<file path="src/rtl/dcache_arbiter.sv">
// Round-robin arbiter that shares a single-port data cache between the pipeline
// memory stage (port 0) and the debug/loader port (port 1).
module dcache_arbiter #(
  parameter int unsigned LATENCY = 4,
  parameter int unsigned AW      = 32
) (
  input  logic          clock,
  input  logic          reset,

  input  logic          req0,
  input  logic          we0,
  input  logic [AW-1:0] addr0,
  input  logic [AW-1:0] wdata0,
  output logic          ack0,
  output logic [AW-1:0] rdata0,

  input  logic          req1,
  input  logic          we1,
  input  logic [AW-1:0] addr1,
  input  logic [AW-1:0] wdata1,
  output logic          ack1,
  output logic [AW-1:0] rdata1,

  output logic          memRead,
  output logic          memWrite,
  output logic          memToReg,
  output logic [AW-1:0] cacheAddress,
  output logic [AW-1:0] cacheWriteData,
  input  logic [AW-1:0] cacheReadData,
  output logic          busy
);

  typedef enum logic [1:0] {
    IDLE   = 2'd0,
    ACCESS = 2'd1,
    DONE   = 2'd2
  } state_e;

  localparam logic [3:0] CNT_INIT = 4'(LATENCY - 1);

  state_e        state_q, state_d;
  logic          grant_q, grant_d;
  logic          last_grant_q, last_grant_d;
  logic          we_q, we_d;
  logic [AW-1:0] addr_q, addr_d;
  logic [AW-1:0] wdata_q, wdata_d;
  logic [3:0]    cnt_q, cnt_d;
  logic [AW-1:0] rdata0_q, rdata0_d;
  logic [AW-1:0] rdata1_q, rdata1_d;

  // On contention the port that did not win last time goes next.
  logic pick;
  assign pick = (req0 & req1) ? ~last_grant_q : req1;

  always_comb begin
    // NOTE: every next-state signal gets its hold value first so no path
    // through the case statement can leave one unassigned and infer a latch.
    state_d      = state_q;
    grant_d      = grant_q;
    last_grant_d = last_grant_q;
    we_d         = we_q;
    addr_d       = addr_q;
    wdata_d      = wdata_q;
    cnt_d        = cnt_q;
    rdata0_d     = rdata0_q;
    rdata1_d     = rdata1_q;

    unique case (state_q)
      IDLE: begin
        if (req0 | req1) begin
          grant_d      = pick;
          last_grant_d = pick;
          we_d         = pick ? we1    : we0;
          addr_d       = pick ? addr1  : addr0;
          wdata_d      = pick ? wdata1 : wdata0;
          cnt_d        = CNT_INIT;
          state_d      = ACCESS;
        end
      end
      ACCESS: begin
        if (cnt_q == 4'd0) begin
          if (grant_q) rdata1_d = cacheReadData;
          else         rdata0_d = cacheReadData;
          state_d = DONE;
        end else begin
          cnt_d = cnt_q - 4'd1;
        end
      end
      DONE:    state_d = IDLE;
      default: state_d = IDLE;
    endcase
  end

  always_ff @(posedge clock) begin
    // NOTE: sequential state uses non-blocking assignments so every register
    // samples the pre-edge values, independent of statement order.
    if (reset) begin
      state_q      <= IDLE;
      grant_q      <= 1'b0;
      last_grant_q <= 1'b1;
      we_q         <= 1'b0;
      addr_q       <= '0;
      wdata_q      <= '0;
      cnt_q        <= 4'd0;
      rdata0_q     <= '0;
      rdata1_q     <= '0;
    end else begin
      state_q      <= state_d;
      grant_q      <= grant_d;
      last_grant_q <= last_grant_d;
      we_q         <= we_d;
      addr_q       <= addr_d;
      wdata_q      <= wdata_d;
      cnt_q        <= cnt_d;
      rdata0_q     <= rdata0_d;
      rdata1_q     <= rdata1_d;
    end
  end

  // Cache controls decode straight from registered state, so they are glitch-free
  // and stay constant for the whole access window.
  assign memRead        = (state_q == ACCESS) & ~we_q;
  assign memWrite       = (state_q == ACCESS) &  we_q;
  assign memToReg       = (state_q == ACCESS);
  assign cacheAddress   = addr_q;
  assign cacheWriteData = wdata_q;
  assign ack0           = (state_q == DONE) & ~grant_q;
  assign ack1           = (state_q == DONE) &  grant_q;
  assign rdata0         = rdata0_q;
  assign rdata1         = rdata1_q;
  assign busy           = (state_q != IDLE);

endmodule

</file>
<file path="config.mk">
export PLATFORM = sky130hd
export DESIGN_NAME = dcache_arbiter
export DESIGN_NICKNAME = d
export VERILOG_FILES = /design/src/rtl/dcache_arbiter.sv
export SDC_FILE = /design/constraint.sdc
export NUM_CORES = 1
export LEC_CHECK = 0
export BUFFER_PORTS_ARGS = -buffer_cell sky130_fd_sc_hd__buf_2
export CAP_MARGIN = 10
export CORE_MARGIN = 8
export CORE_UTILIZATION = 48
export DETAILED_ROUTE_END_ITERATION = 8
export GPL_ROUTABILITY_DRIVEN = 0
export PLACE_DENSITY_LB_ADDON = 0.1
export SYNTH_ARGS = -nofsm -noshare
export SYNTH_HDL_FRONTEND = slang
export SYNTH_SLANG_ARGS = --single-unit
</file>
<file path="constraint.sdc">
create_clock -name clock -period 5.4 [get_ports clock]
set_clock_uncertainty 0.1 [all_clocks]
set_input_delay 1.08 -clock clock [delete_from_list [all_inputs] [get_ports clock]]
set_output_delay 1.08 -clock clock [all_outputs]
set_load 0.05 [all_outputs]
</file>
Word level (Yosys, flattened, before mapping)

Index checks and enable logic that the tools add are counted.

Bitwise operators: 9
Add/sub/neg operators: 1
Reduce and logical (&&, ||, !) cells: 9
Muxes and demuxes: 10
Eq/ne operators: 5

Operator list:

| kind                                                                     | count |
|---|---|
| 32-bit 2-to-1 mux                                                        | 2 |
| 3-bit AND reduction                                                      | 3 |
| 4-bit 2-to-1 mux                                                         | 2 |
| 4-bit case mux with 2 select lines                                       | 1 |
| 1-bit AND                                                                | 5 |
| 4-bit zero test                                                          | 1 |
| 2-bit 2-to-1 mux                                                         | 2 |
| 2-bit inequality test (second input constant)                            | 2 |
| 2-bit case mux with 2 select lines                                       | 1 |
| 2-bit AND reduction                                                      | 2 |
| 2-bit nonzero test                                                       | 2 |
| 4-bit by 1-bit subtractor with 4-bit output (second input constant)      | 1 |
| 1-bit inverter                                                           | 3 |
| 2-bit by 1-bit == test with 1-bit output (second input constant)         | 1 |
| 2-bit == test (second input constant)                                    | 1 |
| 2-bit zero test                                                          | 1 |
| 1-bit 2-to-1 mux                                                         | 2 |
| 2-bit by 1-bit inequality test with 1-bit output (second input constant) | 1 |
| 1-bit OR                                                                 | 1 |

Register bits after elaboration: 137
Word-level logic and storage cells: 43
Output and inout port bits: 134
Bits of input ports: 166

Depth between registers and ports, before layout

Gate-level depths: netlist of run 1.

Depth after elaboration: 3
Depth in mapped cells: 7

Least setup slack after synthesis of run 1

No wires, ideal clock.

Path type: flip-flop to output port
From: register state_q[0]
To: output memWrite
Buffers on the path: 0
Slack: 2.670 ns
Stages on the path, launching flop included: 4
Data required time: 4.220 ns
Data arrival time: 1.550 ns
Path through: dfxtp_1 or2b_1 inv_1 and2_1

Word-level cells in the longest chain between the ends: 2

Ends and longest elaborated chain:

| item                                     | RTL line | text |
|---|---|---|
| start: declaration                       | 41       | `state_e state_q, state_d;` |
| start signal: assignment                 | 108      | `state_q <= state_d;` |
| 2-bit by 1-bit == test with 1-bit output | -        |  |
| via memToReg                             | 26       | `output logic memToReg,` |
| 1-bit AND                                | 123      | `assign memWrite = (state_q == ACCESS) & we_q;` |
| end: declaration                         | 25       | `output logic memWrite,` |

The timed path passes the listed nets, and every way through them passes these cells.

Worst setup path in the final report of run 1

From: register state_q[0]
To: output memWrite

Word-level cells in the longest chain between the ends: 2

Ends and longest elaborated chain:

| item                                     | RTL line |
|---|---|
| 2-bit by 1-bit == test with 1-bit output | 123 |
| 1-bit AND                                | 123 |

No other way between the ends.

==> run_results.csv, run 1 <==
group,metric,value,unit
logic_synthesis,postSynthCellCount,508,
cells_and_area,design_area,7640,um2
cells_and_area,drive_above_1_share,42.9,%
sta,rsz0062_at_grt,"no",
logic_synthesis,synth_edf_count,0,
power,p_seq_share,37.4,%
cells_and_area,final-seq-area,2740,um2
route,post_drt_via_cell_ratio,5.04,
route,routedWlPerCell,17.1,um
route,drtPass1Iterations,7,
power,pwr-share-comb,22.9,%
global_routing,grt_max_degree,68,
die,start_util,48.5,%
cts,clock-sinks,137,
critical_path,critPathMaxStageDelay,400,ps
route,ant_nets,0,
route,wl,16.2,mm
cells_and_area,diodes,0,
power,p_int,2110,uW
cts,post_cts_buffers,0,
power,p_leak,0.00383,uW
route,vias,4771,
status,outcome,"complete, no violations",
place,port_buffers,299,
global_routing,grt_pass1_wl,24.5,mm
cells_and_area,nets,959,
cts,cts_tree,"done",
logic_synthesis,synth_area_leader_cell,"dfxtp_1",
power,p_sw,969,uW
critical_path,worst-path-stages,4,
die,io_pins,300,
sta,period_share,54.3,%
sta,relSlewSlack,22.1,%
sta,fin_crit,2930,ps
sta,fin_setup_tns,0,ps
critical_path,cp.arrival,1750,ps
cts,cts_buffers,17,
cts,clkTransAtPathRegs,60,ps
route,drc,0,
run,maxCapViolCount,0,
cells_and_area,fill_cells,900,
critical_path,cp_data_required_time,4220,ps
cts,root_buffer,"clkbuf_16",
critical_path,cp_cell_sequence,"or2b_1 -> inv_1 -> and2_1 -> buf_2",
cells_and_area,area_delta_synth_final,40.4,%
place,hpwlAfterDp,12.4,mm
die,die-height,122,um
global_routing,antenna_found_initial,0,
cells_and_area,mostFrequentLayoutCell,"buf_2",
power,switching_share,31.5,%
logic_synthesis,synth.top_cell.area_share,50.4,%
sta,slew_violations,0,
critical_path,reg2reg_depth,5,
cts,ctsResizeCount,0,
sta,holdWs,352,ps
die,core-area,11200,um2
sta,final_hold_viol_count,0,
global_routing,overflow,0,
critical_path,crit_path_end_kind,"primary output",
sta,setup_viol,0,
cts,ctsHoldBuffers,0,
logic_synthesis,synth_area_leaders,"dfxtp_1, mux2i_1, o2bb2ai_1",
logic_synthesis,syn-num-nets,676,
power,fin_total_pwr,3080,uW
power,power_density,403,nW/um2
cts,cts_htree_levels,4,
global_routing,grt_pass1_vias,4883,
critical_path,crit_fanout,7,
route,drt_iter0_drc,283,
logic_synthesis,synthDistinctLibCells,36,
logic_synthesis,async_reset_ff_share,0,%
power,clkPwrFrac,39.7,%
cts,cts_max_path_buffers,2,
logic_synthesis,synth_warnings,0,
min_path,hp-class,"register to register",
global_routing,grtUsageTotal,20.8,%
place,placed_area,6970,um2
critical_path,start_kind,"register",
logic_synthesis,syn_area,5440,um2
critical_path,crit_family,"simple AND/OR/NAND/NOR gates",
logic_synthesis,ys_ff_latch,137,
critical_path,critical_path_buf_inv_count,2,
die,die_w,122,um
critical_path,slowest_stage,"dfxtp_1",
sta,worst_pin_slew,1170,ps
die,die_area,15000,um2
sta,fmax,341,MHz
die,rows,39,
logic_synthesis,synthFlopType,"dfxtp_1",
cells_and_area,multi_input_comb_area,2500,um2
logic_synthesis,synth_area_per_cell,10.7,um2
min_path,whs_path_depth,2,
critical_path,critical_path_class,"register to primary output",
power,peakVddDrop,0.000274,V
logic_synthesis,synth_seq_area_share,50.4,%
cells_and_area,layout_common_cells,"buf_2, dfxtp_1, mux2i_1, nand2_1, o2bb2ai_1",
cts,clk_latency,400,ps
## cell usage after synthesis, types with 2 or more instances
library cell	number
mux2i_1	129
nor3_1	2
dfxtp_1	137
ha_1	2
o21ai_0	3
clkbuf_1	13
buf_2	15
buf_6	4
nor2_1	3
inv_1	5
nand2_1	97
a21boi_1	2
a21oi_1	2
buf_1	8
o2bb2ai_1	65
## power by group through the flow
stage          combinational, uW  sequential [uW]  clock, uW
6_report                     705             1150       1220
5_1_grt                      745             1160       1290
4_1_cts                      708             1150       1240
3_5_place_dp                 707             1170          0
3_3_place_gp                 697             1170          0
2_1_floorplan                232             1440          0
## through the flow
step           utilization (%)  setup slack [ps]  std cells
2_1_floorplan                -              2670        508
3_3_place_gp              62.1              2230        914
3_5_place_dp              62.1              2160        914
4_1_cts                   67.9              2440        946
5_1_grt                   68.0              2380        947
6_report                  68.0              2470        947
## per-layer routing
| metal | vias to the layer above | routed length, um | global-route usage [%] |
|---|---|---|---|
| li1 | 2369 | - | - |
| met3 | 19 | 1350 | 7.87 |
| met4 | 0 | 295 | 7.84 |
| met5 | - | 0 | 0 |
| met1 | 2193 | 6380 | 22.6 |
| met2 | 190 | 8200 | 36.2 |
## worst paths after layout
check,to,slack (ps),start
worst max-delay path,memWrite,2470,state_q[0]
worst min-delay path,rdata0[26],350,rdata0[26]
worst max register to register,rdata1[1],3120,cnt_q[0]
worst min register to register,rdata0[26],350,rdata0[26]
## area by class of cell
cell class / instances / area share, %
clock buffer: 23 / 6.65
sequential: 137 / 35.9
tap: 143 / 2.34
multi-input combinational: 325 / 32.8
inverter: 6 / 0.295
timing repair buffer: 304 / 20.2
clock inverter: 9 / 1.77
## state kept, by name (all words and copies together), names as in the netlist
signal,cells
cnt_q,4
rdata1,32
grant_q,1
cacheWriteData,32
state_q,2
we_q,1
rdata0,32
last_grant_q,1
cacheAddress,32
## cell families (layout without fill, tap and decap cells)
kind of cell	after synthesis	count (layout)	synth area share, %
and+or+nand+nor	115	115	9.04
buffers and inverters	46	342	4.07
muxes	129	129	23.7
AOI/OAI and AO/OA	79	79	12.3
adders and majority gates	2	2	0.460
DFF	137	137	50.4
## worst register-to-register path, stage by stage (launching register included)
cell and delay, ps:
dfxtp_1 320, inv_1 100, ha_1 170, nand4bb_1 190, or3b_2 960, mux2i_1 270
Note: power is estimated with default switching activity, not from simulation.
==> run 2: changes to the inputs <==
CORE_UTILIZATION = 40   (was 48)
clock period = 2.62 ns   (was 5.4 ns; I/O delays follow)
==> run 2 against run 1 <==
Against the previous run:
- non-clock buffer count rose by 5
- sequential power rose by 110%
- worst hold slack got worse by 74 ps
- clock power rose by 80%
==> run_results.csv, run 2 (same netlist as run 1, synthesis figures left out) <==
group,metric,value,unit
min_path,hp-class,"input pin to register",
sta,final_hold_viol_count,0,
cts,cts_htree_levels,4,
place,port_buffers,299,
critical_path,critical_path_buf_inv_count,2,
cells_and_area,diodes,0,
critical_path,start_kind,"register",
cts,ctsResizeCount,0,
sta,rsz0062_at_grt,"no",
cells_and_area,layout_common_cells,"buf_2, dfxtp_1, mux2i_1, nand2_1, o2bb2ai_1",
die,io_pins,300,
cells_and_area,drive_above_1_share,42.6,%
route,routedWlPerCell,16.8,um
die,rows,42,
status,outcome,"complete, no violations",
sta,worst_pin_slew,582,ps
critical_path,crit_family,"simple AND/OR/NAND/NOR gates",
place,hpwlAfterDp,13.0,mm
cts,clkTransAtPathRegs,50,ps
critical_path,critical_path_class,"register to primary output",
die,start_util,41.1,%
route,drc,0,
min_path,whs_path_depth,3,
sta,fin_setup_tns,0,ps
die,die_area,17600,um2
route,drtPass1Iterations,4,
min_path,holdPathEnd,"cacheWriteData[6]",
sta,slew_violations,0,
critical_path,cp.arrival,1790,ps
critical_path,crit_fanout,7,
global_routing,overflow,0,
critical_path,reg2reg_to,"rdata1[0]",
critical_path,cp_data_required_time,2000,ps
global_routing,grt_max_degree,82,
cts,clock-sinks,137,
cts,post_cts_buffers,0,
critical_path,cp-startpoint,"state_q[0]",
sta,relSlewSlack,61.2,%
run,maxCapViolCount,0,
critical_path,critPathMaxStageDelay,410,ps
critical_path,reg2reg_depth,6,
critical_path,cp_cell_sequence,"or2b_1 -> inv_1 -> and2_1 -> buf_2",
sta,fin_crit,2420,ps
power,peakVddDrop,0.000414,V
power,power_density,788,nW/um2
cts,cts_max_path_buffers,2,
cells_and_area,instances_no_fill,983,
critical_path,rrSetupSlack,530,ps
die,core-area,13200,um2
cts,root_buffer,"clkbuf_16",
die,die-height,133,um
route,post_drt_via_cell_ratio,4.84,
cts,cts_buffers,17,
route,vias,4761,
min_path,min_from,"wdata0[6]",
cts,ctsHoldBuffers,0,
global_routing,grt_pass1_vias,5196,
power,p_leak,0.00383,uW
critical_path,crit_path_end_kind,"primary output",
global_routing,grt_pass1_wl,26.2,mm
cells_and_area,nets,964,
place,dp.cells,953,
sta,setup_viol,0,
cts,cts_tree,"done",
critical_path,worst-path-stages,4,
sta,period_share,92.2,%
global_routing,grtUsageTotal,18.5,%
route,drt_iter0_drc,171,
sta,fmax,414,MHz
critical_path,worstReg2RegStart,"cnt_q[0]",
route,ant_nets,0,
cts,clk_latency,410,ps
global_routing,antenna_found_initial,0,
cells_and_area,mostFrequentLayoutCell,"buf_2",
die,die_w,133,um
route,wl,16.5,mm
critical_path,slowest_stage,"dfxtp_1",
cells_and_area,area_delta_synth_final,40.9,%
[run 2: cell count changes in the layout (fill, tap and decap cells not counted)]
cell        previous run  this run
bufinv_16              3         0
inv_6                  1         0
clkbuf_8               6         8
buf_4                  4         6
clkinv_4               1         0
clkinvlp_4             3         0
buf_12                 1         4
clkbuf_1               0         4
[run 2: worst reg2reg max path, delay by kind of cell, from the launching register on]
family / cells / cell delay, ps
buffers and inverters: 2 / 420
DFF: 1 / 320
and+or+nand+nor: 2 / 710
muxes: 1 / 210
adders and majority gates: 1 / 190
[run 2: worst max path at each step]
stage	end	slack, ps
global placement	rdata1[24]	620
global route	memWrite	150
floorplan	memWrite	450
detailed placement	rdata1[0]	560
finish	memWrite	200
CTS	memWrite	190
[run 2: stage by stage]
stage               setup slack (ps)  hold slack, ps  cell area, um2  power, uW  utilization (%)
floorplan                        446             346            5440       3440                -
global placement                 622             340            7110       3880             53.7
detailed placement               559             343            7110       3900             53.7
CTS                              193             262            7670       6110             57.9
global route                     147             283            7670       6300             57.9
finish                           205             279            7670       6040             57.9
[run 2: layer usage]
layer  up-vias  wire length, um  track usage, %
li1       2386                -               -
met1      2186             6860            19.9
met2       173             8350            32.6
met3        16             1090            6.28
met4         0              245            7.13
met5         -                0               0
[run 2: layout make-up]
type                    instances  area (um2)
repair buffers                309        1620
multi-input cells             325        2500
well taps                     176         220
clock buffers                  29         551
flip-flops and latches        137        2740
inverters                       6        22.5
clock inverters                 1        5.00
fillers                      1211        5580
[run 2: where the power goes]
group / leakage, uW / switching, uW / internal, uW
Clock: 0.000276 / 801 / 1400
Sequential: 0.00112 / 100 / 2270
Combinational: 0.00244 / 1040 / 436
